<file path="config.mk">
export PLATFORM = sky130hd
export DESIGN_NAME = mem_access_unit
export DESIGN_NICKNAME = d
export VERILOG_FILES = /design/src/rtl/mem_access_unit.sv
export SDC_FILE = /design/constraint.sdc
export NUM_CORES = 1
export LEC_CHECK = 0
export ABC_AREA = 1
export CORE_UTILIZATION = 30
export CTS_BUF_LIST = sky130_fd_sc_hd__clkbuf_8
export CTS_CLUSTER_DIAMETER = 60
export DETAILED_ROUTE_END_ITERATION = 16
export GPL_ROUTABILITY_DRIVEN = 0
export PLACE_DENSITY = 0.57
export SLEW_MARGIN = 15
export SYNTH_ARGS = -nofsm -noshare
export SYNTH_HDL_FRONTEND = slang
export SYNTH_SLANG_ARGS = --single-unit
</file>
<file path="constraint.sdc">
create_clock -name clk -period 1.7 [get_ports clk]
set_input_delay 0.17 -clock clk [delete_from_list [all_inputs] [get_ports clk]]
set_output_delay 0.17 -clock clk [all_outputs]
set_load 0.03 [all_outputs]
</file>
<file path="src/rtl/mem_access_unit.sv">
// -----------------------------------------------------------------------------
// mem_access_unit
//
// Single-outstanding load/store unit between a CPU pipeline and a simple
// req/ack memory bus. An accepted request is checked for illegal size and
// misalignment. Faulting requests respond one cycle after acceptance without
// touching the bus. Legal requests drive one word-aligned bus access with
// little-endian byte lanes. The access completes on mem_ack or ends in a bus
// timeout after TIMEOUT cycles. Loads return the addressed bytes right-aligned
// and sign- or zero-extended.
//
// Parameters
//   DATA_W   bus/data width, 32 or 64
//   ADDR_W   byte-address width
//   TIMEOUT  BUS cycles allowed without mem_ack, 1..255
//
// Ports
//   clk, rst_n            clock, asynchronous active-low reset
//   req_valid/req_ready   pipeline request handshake
//   req_we, req_size,     store flag, size code (0=B,1=H,2=W,3=D),
//   req_unsigned          zero-extend loads
//   req_addr, req_wdata   byte address, right-aligned store data
//   rsp_valid             one-cycle completion pulse
//   rsp_rdata, rsp_exc    extended load data, exception code
//                         (00 none, 01 misaligned, 10 timeout, 11 illegal size)
//   mem_req, mem_we       bus request and direction
//   mem_addr, mem_be      aligned address, byte-lane enables
//   mem_wdata             lane-positioned store data
//   mem_ack, mem_rdata    bus completion and read data
// -----------------------------------------------------------------------------
//
// state | meaning
// ------+----------------------------------------------------------
// IDLE  | ready for a request; req_ready=1
// BUS   | bus access in flight; mem_req=1, waiting for mem_ack
// RESP  | rsp_valid=1 for this single cycle, then back to IDLE
//
module mem_access_unit #(
    parameter int DATA_W  = 32,
    parameter int ADDR_W  = 32,
    parameter int TIMEOUT = 15
) (
    input  logic                clk,
    input  logic                rst_n,

    input  logic                req_valid,
    output logic                req_ready,
    input  logic                req_we,
    input  logic [1:0]          req_size,
    input  logic                req_unsigned,
    input  logic [ADDR_W-1:0]   req_addr,
    input  logic [DATA_W-1:0]   req_wdata,

    output logic                rsp_valid,
    output logic [DATA_W-1:0]   rsp_rdata,
    output logic [1:0]          rsp_exc,

    output logic                mem_req,
    output logic                mem_we,
    output logic [ADDR_W-1:0]   mem_addr,
    output logic [DATA_W/8-1:0] mem_be,
    output logic [DATA_W-1:0]   mem_wdata,
    input  logic                mem_ack,
    input  logic [DATA_W-1:0]   mem_rdata
);

    localparam int BE_W  = DATA_W / 8;
    localparam int OFF_W = $clog2(BE_W);

    // Counter value seen during the last permitted BUS cycle.
    localparam logic [7:0] CNT_LAST = 8'(TIMEOUT - 1);

    localparam logic [ADDR_W-1:0] ADDR_ALIGN = ~(ADDR_W'(BE_W - 1));

    localparam logic [1:0] EXC_NONE    = 2'b00;
    localparam logic [1:0] EXC_MISALGN = 2'b01;
    localparam logic [1:0] EXC_TIMEOUT = 2'b10;
    localparam logic [1:0] EXC_ILLSIZE = 2'b11;

    typedef enum logic [1:0] {
        S_IDLE = 2'd0,
        S_BUS  = 2'd1,
        S_RESP = 2'd2
    } state_t;

    state_t              state_q;
    logic [7:0]          cnt_q;

    // Request attributes needed after acceptance.
    logic                we_q;
    logic [1:0]          size_q;
    logic                uns_q;
    logic [OFF_W-1:0]    off_q;

    logic                rsp_valid_q;
    logic [DATA_W-1:0]   rsp_rdata_q;
    logic [1:0]          rsp_exc_q;
    logic                mem_req_q;
    logic                mem_we_q;
    logic [ADDR_W-1:0]   mem_addr_q;
    logic [BE_W-1:0]     mem_be_q;
    logic [DATA_W-1:0]   mem_wdata_q;

    // -------------------------------------------------------------------------
    // Size helpers
    // -------------------------------------------------------------------------
    function automatic logic [DATA_W-1:0] size_data_mask(input logic [1:0] sz);
        logic [63:0] m;
        case (sz)
            2'd0:    m = 64'h0000_0000_0000_00FF;
            2'd1:    m = 64'h0000_0000_0000_FFFF;
            2'd2:    m = 64'h0000_0000_FFFF_FFFF;
            default: m = 64'hFFFF_FFFF_FFFF_FFFF;
        endcase
        return m[DATA_W-1:0];
    endfunction

    function automatic logic [BE_W-1:0] size_lane_mask(input logic [1:0] sz);
        logic [7:0] m;
        case (sz)
            2'd0:    m = 8'h01;
            2'd1:    m = 8'h03;
            2'd2:    m = 8'h0F;
            default: m = 8'hFF;
        endcase
        return m[BE_W-1:0];
    endfunction

    // -------------------------------------------------------------------------
    // Request decode (evaluated in IDLE on the incoming request)
    // -------------------------------------------------------------------------
    logic [OFF_W-1:0]  req_off;
    logic              req_illegal;
    logic              req_misalign;
    logic [BE_W-1:0]   req_be;
    logic [DATA_W-1:0] req_wdata_pos;

    assign req_off = req_addr[OFF_W-1:0];

    always_comb begin
        req_illegal = (req_size == 2'd3) && (DATA_W == 32);
        case (req_size)
            2'd0:    req_misalign = 1'b0;
            2'd1:    req_misalign = req_addr[0];
            2'd2:    req_misalign = |req_addr[1:0];
            default: req_misalign = |req_addr[2:0];
        endcase
    end

    assign req_be        = size_lane_mask(req_size) << req_off;
    assign req_wdata_pos = (req_wdata & size_data_mask(req_size)) << {req_off, 3'b000};

    // -------------------------------------------------------------------------
    // Load extraction from the bus word using the latched attributes
    // -------------------------------------------------------------------------
    logic [DATA_W-1:0] ld_shifted;
    logic [DATA_W-1:0] ld_mask;
    logic [DATA_W-1:0] ld_result;
    logic              ld_sign;

    always_comb begin
        ld_shifted = mem_rdata >> {off_q, 3'b000};
        ld_mask    = size_data_mask(size_q);
        case (size_q)
            2'd0:    ld_sign = ld_shifted[7];
            2'd1:    ld_sign = ld_shifted[15];
            2'd2:    ld_sign = ld_shifted[31];
            default: ld_sign = ld_shifted[DATA_W-1];
        endcase
        ld_result = ld_shifted & ld_mask;
        // For a full-width access ~ld_mask is zero, so the word passes unchanged.
        if (!uns_q && ld_sign) begin
            ld_result = ld_result | ~ld_mask;
        end
    end

    // -------------------------------------------------------------------------
    // Control FSM with registered outputs
    // -------------------------------------------------------------------------
    always_ff @(posedge clk or negedge rst_n) begin
        if (!rst_n) begin
            state_q     <= S_IDLE;
            cnt_q       <= 8'd0;
            we_q        <= 1'b0;
            size_q      <= 2'd0;
            uns_q       <= 1'b0;
            off_q       <= '0;
            rsp_valid_q <= 1'b0;
            rsp_rdata_q <= '0;
            rsp_exc_q   <= EXC_NONE;
            mem_req_q   <= 1'b0;
            mem_we_q    <= 1'b0;
            mem_addr_q  <= '0;
            mem_be_q    <= '0;
            mem_wdata_q <= '0;
        end else begin
            rsp_valid_q <= 1'b0;

            case (state_q)
                S_IDLE: begin
                    if (req_valid) begin
                        we_q   <= req_we;
                        size_q <= req_size;
                        uns_q  <= req_unsigned;
                        off_q  <= req_off;

                        if (req_illegal || req_misalign) begin
                            state_q     <= S_RESP;
                            rsp_valid_q <= 1'b1;
                            rsp_exc_q   <= req_illegal ? EXC_ILLSIZE : EXC_MISALGN;
                            rsp_rdata_q <= '0;
                        end else begin
                            state_q     <= S_BUS;
                            cnt_q       <= 8'd0;
                            mem_req_q   <= 1'b1;
                            mem_we_q    <= req_we;
                            mem_addr_q  <= req_addr & ADDR_ALIGN;
                            mem_be_q    <= req_be;
                            mem_wdata_q <= req_we ? req_wdata_pos : '0;
                        end
                    end
                end

                S_BUS: begin
                    if (mem_ack) begin
                        // An ack on the expiry cycle still completes normally.
                        state_q     <= S_RESP;
                        mem_req_q   <= 1'b0;
                        rsp_valid_q <= 1'b1;
                        rsp_exc_q   <= EXC_NONE;
                        rsp_rdata_q <= we_q ? '0 : ld_result;
                    end else begin
                        cnt_q <= cnt_q + 8'd1;
                        if (cnt_q == CNT_LAST) begin
                            state_q     <= S_RESP;
                            mem_req_q   <= 1'b0;
                            rsp_valid_q <= 1'b1;
                            rsp_exc_q   <= EXC_TIMEOUT;
                            rsp_rdata_q <= '0;
                        end
                    end
                end

                S_RESP: begin
                    state_q <= S_IDLE;
                end

                default: begin
                    state_q <= S_IDLE;
                end
            endcase
        end
    end

    assign req_ready = (state_q == S_IDLE);
    assign rsp_valid = rsp_valid_q;
    assign rsp_rdata = rsp_rdata_q;
    assign rsp_exc   = rsp_exc_q;
    assign mem_req   = mem_req_q;
    assign mem_we    = mem_we_q;
    assign mem_addr  = mem_addr_q;
    assign mem_be    = mem_be_q;
    assign mem_wdata = mem_wdata_q;

endmodule

</file>
# Word-level counts from Yosys, hierarchy flattened
# Cells that the tools add are included.
word_totals:
  in_bits: 104
  mem_bits_rw: 0
  regBits: 119
  latch_bits: 0
  mem_count: 0
  word_cells: 87
  out_inout_bits: 106
  romBits: 0
op_classes:
  bitwise_logic: 5
  div: 0
  shifts: 3
  n_reduce_logical: 15
  mux: 37
  n_addsub: 1
  n_mul: 0
  order_cmp: 0
  eq_ne: 12
ops:
  columns: ["op", "count"]
  rows:
  - ["$mux W32", 7]
  - ["$pmux W32 S3", 2]
  - ["$and A32 B32 Y32", 2]
  - ["$pmux W32 S2", 1]
  - ["$not A32 Y32", 1]
  - ["$or A32 B32 Y32", 1]
  - ["$shl A32 B5 Y32", 1]
  - ["$shr A32 B5 Y32", 1]
  - ["$mux W8", 3]
  - ["$mux W2", 8]
  - ["$pmux W8 S2", 1]
  - ["$pmux W4 S3", 1]
  - ["$reduce_and A4 Y1", 3]
  - ["$add A8 B1 Y8 const B", 1]
  - ["$eq A8 B4 Y1 const B", 1]
  - ["$mux W1", 8]
  - ["$pmux W2 S2", 2]
  - ["$eq A2 B1 Y1 const B", 3]
  - ["$eq A2 B2 Y1 const B", 3]
  - ["$logic_not A2 Y1", 3]
  - ["$ne A2 B2 Y1 const B", 3]
  - ["$pmux W1 S2", 3]
  - ["$reduce_and A2 Y1", 2]
  - ["$shl A4 B2 Y4", 1]
  - ["other kinds (11)", 11]

# Depth between registers and ports, before layout
# Gate-level depths: netlist of the first run.
logic_depth:
  depth_word: 8
  depth_mapped: 11
  ltp_nobuf: 9

# Worst setup path before layout of the first run
# OpenSTA, ideal clock, no wires.
synth_path:
  path_type: "register to register"
  start: "reg state_q[0]"
  end: "reg mem_wdata_q[10] (netlist: mem_wdata[10])"
  t_required_ns: 1.626
  n_path_buf: 1
  arrival_time_ns: 1.431
  period_less_slack_ns: 1.505
  setup_ns: 0.074
  stages_incl_launch_ff: 9
  setup_slack_ns: 0.195
  cell_sequence: "dfrtp_1 > nor2_4 > nand2_4 > inv_4 > nand2_4 > nor2_8 > nand2_4 > buf_6 > o21ai_2"
synth_between:
  elab_chain_len: 2
synth_rtl:
  columns: ["item", "line_no", "source"]
  rows:
  - ["from (decl)", "86", "state_t state_q;"]
  - ["from (signal assigned)", "182", "state_q <= S_IDLE;"]
  - ["from (signal assigned)", "208", "state_q <= S_RESP;"]
  - ["from (signal assigned)", "213", "state_q <= S_BUS;"]
  - ["$logic_not A2 Y1", null, null]
  - ["net req_ready", "47", "output logic req_ready,"]
  - ["$reduce_and A3 Y1 (no line)", null, null]
  - ["to (signal assigned)", "219", "mem_wdata_q <= req_we ? req_wdata_pos : '0;"]
  - ["to (decl)", "102", "logic [DATA_W-1:0] mem_wdata_q;"]
# The timed path passes the listed nets, and every way through them passes these cells.
# A chain may end at the register's enable or synchronous reset.

# Final worst setup path of the first run
layout_path:
  start: "reg mem_wdata_q[27] (netlist: mem_wdata[27])"
  end: "out mem_wdata[27]"
layout_lines:
  columns: ["item", "line_no", "source"]
  rows:
  - ["to (decl)", "62", "output logic [DATA_W-1:0] mem_wdata,"]
# No word-level cell between the ends.

==> results of run 1 <==
flip-flops by register name, indices dropped and copies added (netlist names), 2 cells and up:
name and flops:
mem_wdata 32, rsp_rdata 32, mem_addr 30, cnt_q 8, mem_be 4, off_q 2, rsp_exc 2, size_q 2
state_q 2
area by class of cell:
cell class | count | share of cell area (%)
flip-flops and latches | 119 | 32.42
repair buffers | 248 | 29.12
multi-input cells | 573 | 29.05
well taps | 265 | 3.608
clock buffers | 18 | 2.696
clock inverters | 14 | 1.974
inverters | 27 | 1.130
Yosys cell counts:
library cell  number
nand2_1          304
nand3_1          122
dfrtp_1          119
o21ai_0           55
inv_1             21
buf_2             20
nor2_1            19
a21oi_1           15
clkbuf_1          14
o21ai_2           11
a31oi_1            9
buf_4              7
buf_6              7
mux2i_1            7
o211ai_1           7
inv_2              5
nand2_4            4
nand2_2            3
ha_1               2
nand4_1            2
o31ai_1            2
or2_2              2
a31o_2             1
a32o_1             1
buf_1              1
conb_1             1
inv_4              1
nor2_2             1
nor2_4             1
nor2_8             1
nor3_1             1
o21ai_4            1
how the worst min path moves through the flow:
| stage | endpoint | slack (ps) | depth (start not counted) |
|---|---|---|---|
| 2_1_floorplan | cnt_q[0] | -130 | 0 |
| 3_3_place_gp | cnt_q[4] | 170 | 1 |
| 3_5_place_dp | cnt_q[4] | 170 | 1 |
| 4_1_cts | cnt_q[4] | 230 | 2 |
| 5_1_grt | mem_addr[28] | 250 | 3 |
| 6_report | cnt_q[4] | 240 | 2 |
cell usage in the layout (no fill, tap or decap), types with 5 or more instances in the layout:
master           instances
clkdlybuf4s50_1        136
nand3_1                122
nor2_1                  18
dfrtp_1                118
a31oi_1                  9
clkinv_2                 6
o21ai_0                 55
nand2_4                  5
nand2_1                304
buf_12                  13
dlygate4sd2_1           11
o211ai_1                 7
mux2i_1                  7
clkbuf_8                18
inv_1                   21
inv_2                    5
o21ai_2                 11
buf_4                   28
dlymetal6s2s_1          59
a21oi_1                 15
cell families after synthesis:
group / Yosys count / synth area share [%]
and+or+nand+nor: 460 / 32.42
DFF: 119 / 49.40
adders and majority gates: 2 / 0.4150
AOI/OAI and AO/OA: 102 / 10.05
buffers and inverters: 76 / 6.497
muxes: 7 / 1.162
other: 1 / 0.06221
repair_timing:
item | in CTS | in global routing
gates cloned | 0 | 0
hold endpoints to repair | 30 | 0
endpoints found under the setup margin | 11 | 68
gates resized for setup | 11 | 61
hold buffers | 1 | 0
metal layers:
layer | share of wire, % | up-vias
met5 | 0 | -
met4 | 1.2 | 0
met3 | 8.0 | 14
met2 | 46 | 191
met1 | 44 | 2774
li1 | - | 2952
report_power, final:
part           internal, mW  switching (mW)
sequential             3.59           0.458
clock                  1.62            1.21
combinational          2.11            3.25
total                  7.32            4.92
metrics by stage:
stage / power, mW / instance area (sq um)
after floorplan: 7.163 / 6032
final: 12.25 / 9190
after CTS: 12.47 / 9036
after global routing: 13.01 / 9190
after detailed placement: 9.611 / 8611
after global placement: 9.607 / 8611
==> run summary, run 1 <==
The signal on the critical path passes through clkdlybuf4s50_1. The logic depth of the worst register-to-register path is 9. For the final database, setup skew stands at 10.69 ps. The mean post-synth cell area is 7.860 sq um.

The register clock-pin slew on the reported worst setup and hold paths came out at 80 ps. The number of antenna diodes in the final layout is 0. The die footprint came out at 0.02067 sq mm. The area growth from synthesis to layout is 52.45%.

The number of buffers inserted by port buffering is 207. The first detailed-routing pass ran for 5 iterations. The upper clock frequency limit is 607.7 MHz. The number of routed nets with antenna violations came out at 0.

The number of global-route vias before repair came out at 5788. The first-pass GRT wire length is 30720 microns. The data required time at the worst endpoint came out at 1530 ps.

In this run the critical register-to-register path is captured at rsp_exc[1]. The largest individual stage delay along the critical path comes from the cell clkdlybuf4s50_1. The chip height is 143.8 microns. The HPWL reported at the end of detailed placement is 14150 microns. The global-route layer with the greatest usage is met2.

Summed over all layers, the routed wires come to 19390 microns. The worst setup slack for register-to-register paths is 220 ps. On the final layout, the worst hold slack is 241.4 ps.

The total setup buffers inserted after CTS is 0. Setup violations remaining at the end of the flow were counted as 0. The DRC violation count after routing is 0. The H-tree depth is 4. Of the post-synthesis cell area, the dominant cell type holds 49.40%. The detailed-route via count is 5931. Grouping stages by cell kind, the critical path spends the most delay in buffers and inverters. The tool flagged a number of max-cap violations equal to 0. The met1 usage came out at 25.72%. The number of max-slew violations in the final report came out at 0. Setup repair after global routing left no endpoint under its margin.

The critical path depth in cells is 1. The worst setup slack before clock tree synthesis came out at -76.06 ps. The worst-skew pair later-pin latency came out at 430 ps.

The cell area that synthesis handed to floorplanning was 0.006028 sq mm. The total global routing track utilization is 19.34%. Across all setup checks in the final design, the least slack found is 54.40 ps. For this run, the number of standard cells in the final layout without fillers is 1264. The category of the most critical setup path is flip-flop to primary output.

The number of buffers added by the clock tree synthesis step is 17. The die span in x is 143.8 microns. The average wire per cell in the routed design came out at 15.34 microns.

The maximum number of pins on one net before global-route repair came out at 41. For this run, the slowest stage of the critical path takes 680 ps. For the final routed database, the setup TNS stands at 0 ps.

The tightest min-delay check is of the input port to asynchronous set/reset pin type. The buffer levels on the longest clock path is 2. The fill cell instance count of the final layout is 1962. The detailed router finished its first iteration with 323 violations. The library cell with the largest summed area after synthesis is dfrtp_1. The final period utilization is 96.80%. STA classifies the critical path startpoint as a flip-flop. The total count of hold-check failures in the final report is 0. The initial core utilization came out at 30.77%. The initial antenna violation count is 0. The minimum clock period after layout is 1646 ps. The core area is 0.01959 sq mm. The met2 usage came out at 30.30%. For this run the aggregate overflow at the end of global routing stands at 0. Summing all multi-input logic gate instances after layout gives 0.002670 sq mm.

The synthesized instance count is 767. For this design the static power due to leakage is 5.235 nW. The number of library cell types mapped by synthesis is 32. In this run the critical register-to-register path is launched from cnt_q[0].

The synthesis warning total came out at 0. The boundary pin count is 210. The number of buffers and inverters on the critical path came out at 1.

The worst endpoint data arrival time is 1480 ps. The number of vias per cell after detailed routing is 4.692. The combined flip-flop and latch cell area came out at 0.002979 sq mm. After the last flow step, the layout net total stands at 1092. The endpoint of the most critical setup path is mem_wdata[27].

Clock tree synthesis found a total of 119 sinks. The proportion of layout cells with a drive suffix above 1 came out at 10.61%. The number of cell rows came out at 51. The critical path starts at mem_wdata[27].

Measured on the finished design, the core utilization comes to 46.91%. The run finished with clean final reports. STA classifies the critical path endpoint as a primary output.

The worst-path maximum fanout is 2. For this design the ratio of total power to cell area is 1332 mW/mm^2. The fraction of the yosys area taken by sequential cells is 49.40%. The CTS tree is yes. The worst vdd rail ir drop is 0.7006 mV. CTS placed an instance of clkbuf_8 at the clock tree root. Global routing consumed, on the met3 layer, 6.265% of the routing resources. By area the synthesized netlist is led by dfrtp_1, nand2_1, nand3_1. The count of state elements after synthesis came out at 119. Counting tap cells, the placed design contains a total of 1231 instances.
No activity file was read; power rests on OpenSTA's default activity.
==> run 2: changes to the inputs <==
--- a/config.mk
+++ b/config.mk
@@ -6,6 +6,7 @@
 export NUM_CORES = 1
 export LEC_CHECK = 0
 export ABC_AREA = 1
+export CAP_MARGIN = 0
 export CORE_UTILIZATION = 30
 export CTS_BUF_LIST = sky130_fd_sc_hd__clkbuf_8
 export CTS_CLUSTER_DIAMETER = 60
==> results of run 2 <==
No change in the layout: final DEF, timing and power equal those of run 1.
==> run 3: changes to the inputs <==
--- a/config.mk
+++ b/config.mk
@@ -7,12 +7,14 @@
 export LEC_CHECK = 0
 export ABC_AREA = 1
 export CAP_MARGIN = 0
+export CELL_PAD_IN_SITES_DETAIL_PLACEMENT = 1
+export CELL_PAD_IN_SITES_GLOBAL_PLACEMENT = 1
 export CORE_UTILIZATION = 30
 export CTS_BUF_LIST = sky130_fd_sc_hd__clkbuf_8
 export CTS_CLUSTER_DIAMETER = 60
 export DETAILED_ROUTE_END_ITERATION = 16
 export GPL_ROUTABILITY_DRIVEN = 0
-export PLACE_DENSITY = 0.57
+export PLACE_DENSITY = 0.85
 export SLEW_MARGIN = 15
 export SYNTH_ARGS = -nofsm -noshare
 export SYNTH_HDL_FRONTEND = slang
==> run summary, run 3 (synthesis gave the netlist of run 1 again) <==
The buffer levels on the longest clock path came out at 2 (unchanged). The final cell count without fillers is 1269 (+0.40%). The initial DRC count came out at 218 (-33%). The number of global-route vias before repair is 6617 (+14%). The number of nets in the layout came to 1097 (+0.46%). The number of placed instances with taps included is 1236 (+0.41%). The flow ran to the end, and the final reports show no timing, DRC or antenna violations. The worst vdd rail ir drop is 0.5399 mV (-23%).

The average wire per cell in the routed design came to 16.97 microns (+11%). The initial core utilization is 30.77% (unchanged). The CTS tree is yes. The startpoint identified for the worst hold timing path is req_addr[3].

Leaving out fill and tap cells, the most frequent cell in the layout is nand2_1. The minimum clock period after layout came to 1660 ps (+13.92 ps). The worst-skew pair later-pin latency is 440 ps (about the same). The first-pass GRT wire length came out at 34240 microns (+11%). The area growth from synthesis to layout is 50.68%.

Broken down by cell family, the worst path's largest delay share belongs to buffers and inverters. The number of max-slew violations in the final report came out at 0 (unchanged). The number of vias per cell after detailed routing came to 4.950 (+5.5%). The worst setup path is launched from a flip-flop. The total global routing track utilization came out at 21.51% (+2.2 points). The detailed-route via count came out at 6282 (+5.9%). The number of buffers added by the clock tree synthesis step is 17 (unchanged).

The worst slew margin relative to its limit came out at 60.31%. The maximum number of pins on one net before global-route repair came out at 52 (+27%). The total setup buffers inserted after CTS is 0 (unchanged).

The number of cell rows came to 51 (unchanged). The final design area excluding fillers is 0.009084 sq mm (-1.2%). The number of failing setup endpoints in the final timing report came out at 0 (unchanged). The number of clock sinks is 119 (unchanged). The proportion of layout cells with a drive suffix above 1 is 11.06% (+0.45 points).

The area of placed instances was 0.008621 sq mm (+0.12%). The first-pass detailed-route iteration total came out at 5 (unchanged). The transition time at the pin with the least slew margin came out at 593.2 ps.

In the layout the commonest cells are nand2_1, clkdlybuf4s50_1, nand3_1. STA classifies the critical path endpoint as a primary output. The root buffer cell chosen for the clock tree is clkbuf_8. The final worst-path setup slack came to 40.48 ps (-13.92 ps). The total power per unit cell area came out at 1312 mW/mm^2 (-1.5%). The signal on the critical path passes through clkdlybuf4s50_1. The upper clock frequency limit is 602.6 MHz (-0.84%). The largest stage delay on the critical path is 680 ps (about the same). The core area is 0.01959 sq mm (unchanged).

The max-capacitance violation count came out at 0 (unchanged). The origin of the critical flop-to-flop path is off_q[0]. The worst endpoint data arrival time is 1490 ps (about the same). The die footprint was 0.02067 sq mm (unchanged). The worst setup slack before clock tree synthesis came out at -168.6 ps (-92.49 ps).

The register clock-pin slew on the reported worst setup and hold paths came out at 80 ps (about the same). The number of buffers inserted by port buffering is 207 (unchanged). The initial antenna violation count came out at 0 (unchanged). The wire length after detailed routing came to 21530 microns (+11%). The worst hold slack came to 258.3 ps (+16.95 ps).

The worst-path maximum fanout came to 2 (unchanged). In this run the worst hold path is classified as input port to flip-flop. In this run the worst setup path begins at mem_wdata[7]. The antenna diode count is 0 (unchanged). The final clock skew came out at 8.154 ps (-2.538 ps). The DRC violation count after routing came out at 0 (unchanged).

The H-tree depth came to 4 (unchanged). The number of buffers and inverters on the critical path is 1 (unchanged). The total count of hold-check failures in the final report is 0 (unchanged).

The final period utilization came out at 97.62% (+0.82 points). The slowest stage of the critical path is the clkdlybuf4s50_1 cell. The data required time at the worst endpoint is 1530 ps (about the same). The HPWL reported at the end of detailed placement is 15840 microns (+12%). The boundary pin count came out at 210 (unchanged).

The sum of overflow across all layers after global routing is 0 (unchanged). The total power is 11.92 mW (-2.7%). The number of routed nets with antenna violations came out at 0 (unchanged). The leakage component of the power is 5.073 nW (-3.1%). The chip height was 143.8 microns (unchanged). Setup repair after global routing left no endpoint under its margin. The die span in x is 143.8 microns (unchanged).

The category of the most critical setup path is flip-flop to primary output.
==> run 3: final cells by class <==
type                       count  area (sq um)
fill                        2363         10510
multi-input combinational    573          2675
tap                          265         331.6
inverter                      27         103.9
timing repair buffer         253          2630
clock inverter                15         131.4
sequential                   119          2978
clock buffer                  17         234.0
==> run 3: power breakdown <==
group	total (mW)	internal (mW)	switching, mW
clock	2.45	1.16	1.29
combinational	5.39	2.04	3.35
sequential	4.08	3.58	0.496
==> run 3: timing repair <==
action | CTS | global route
hold endpoints to repair | 119 | 0
setup endpoints to repair | 30 | 55
hold buffers | 1 | 0
gates resized for setup | 30 | 49
==> run 3: path summary, 6_finish.rpt <==
| check | to | slack, ps | cells past startpoint |
|---|---|---|---|
| min reg2reg | mem_addr[21] | 480 | 2 |
| max reg2reg | rsp_rdata[17] | 180 | 9 |
| max | mem_wdata[7] | 40 | 1 |
| min | mem_addr[3] | 260 | 3 |
| max in group asynchronous | rsp_rdata[28] | 1040 | 3 |
| min in group asynchronous | cnt_q[2] | 290 | 3 |
==> run 3: per-stage QoR <==
| step | TNS (ps) | util [%] |
|---|---|---|
| 2_1_floorplan | 0 | - |
| 3_3_place_gp | -7186 | 44.01 |
| 3_5_place_dp | -12200 | 44.01 |
| 4_1_cts | 0 | 45.73 |
| 5_1_grt | 0 | 46.37 |
| 6_report | 0 | 46.37 |
==> run 3: routing by layer <==
layer  GRT usage, %  part of all wire, %  vias up
met4          7.279                  1.6        0
met5              0                    0        -
met1          25.48                   40     3065
met2          36.97                   50      226
met3          6.365                  8.1       20
li1               -                    -     2971
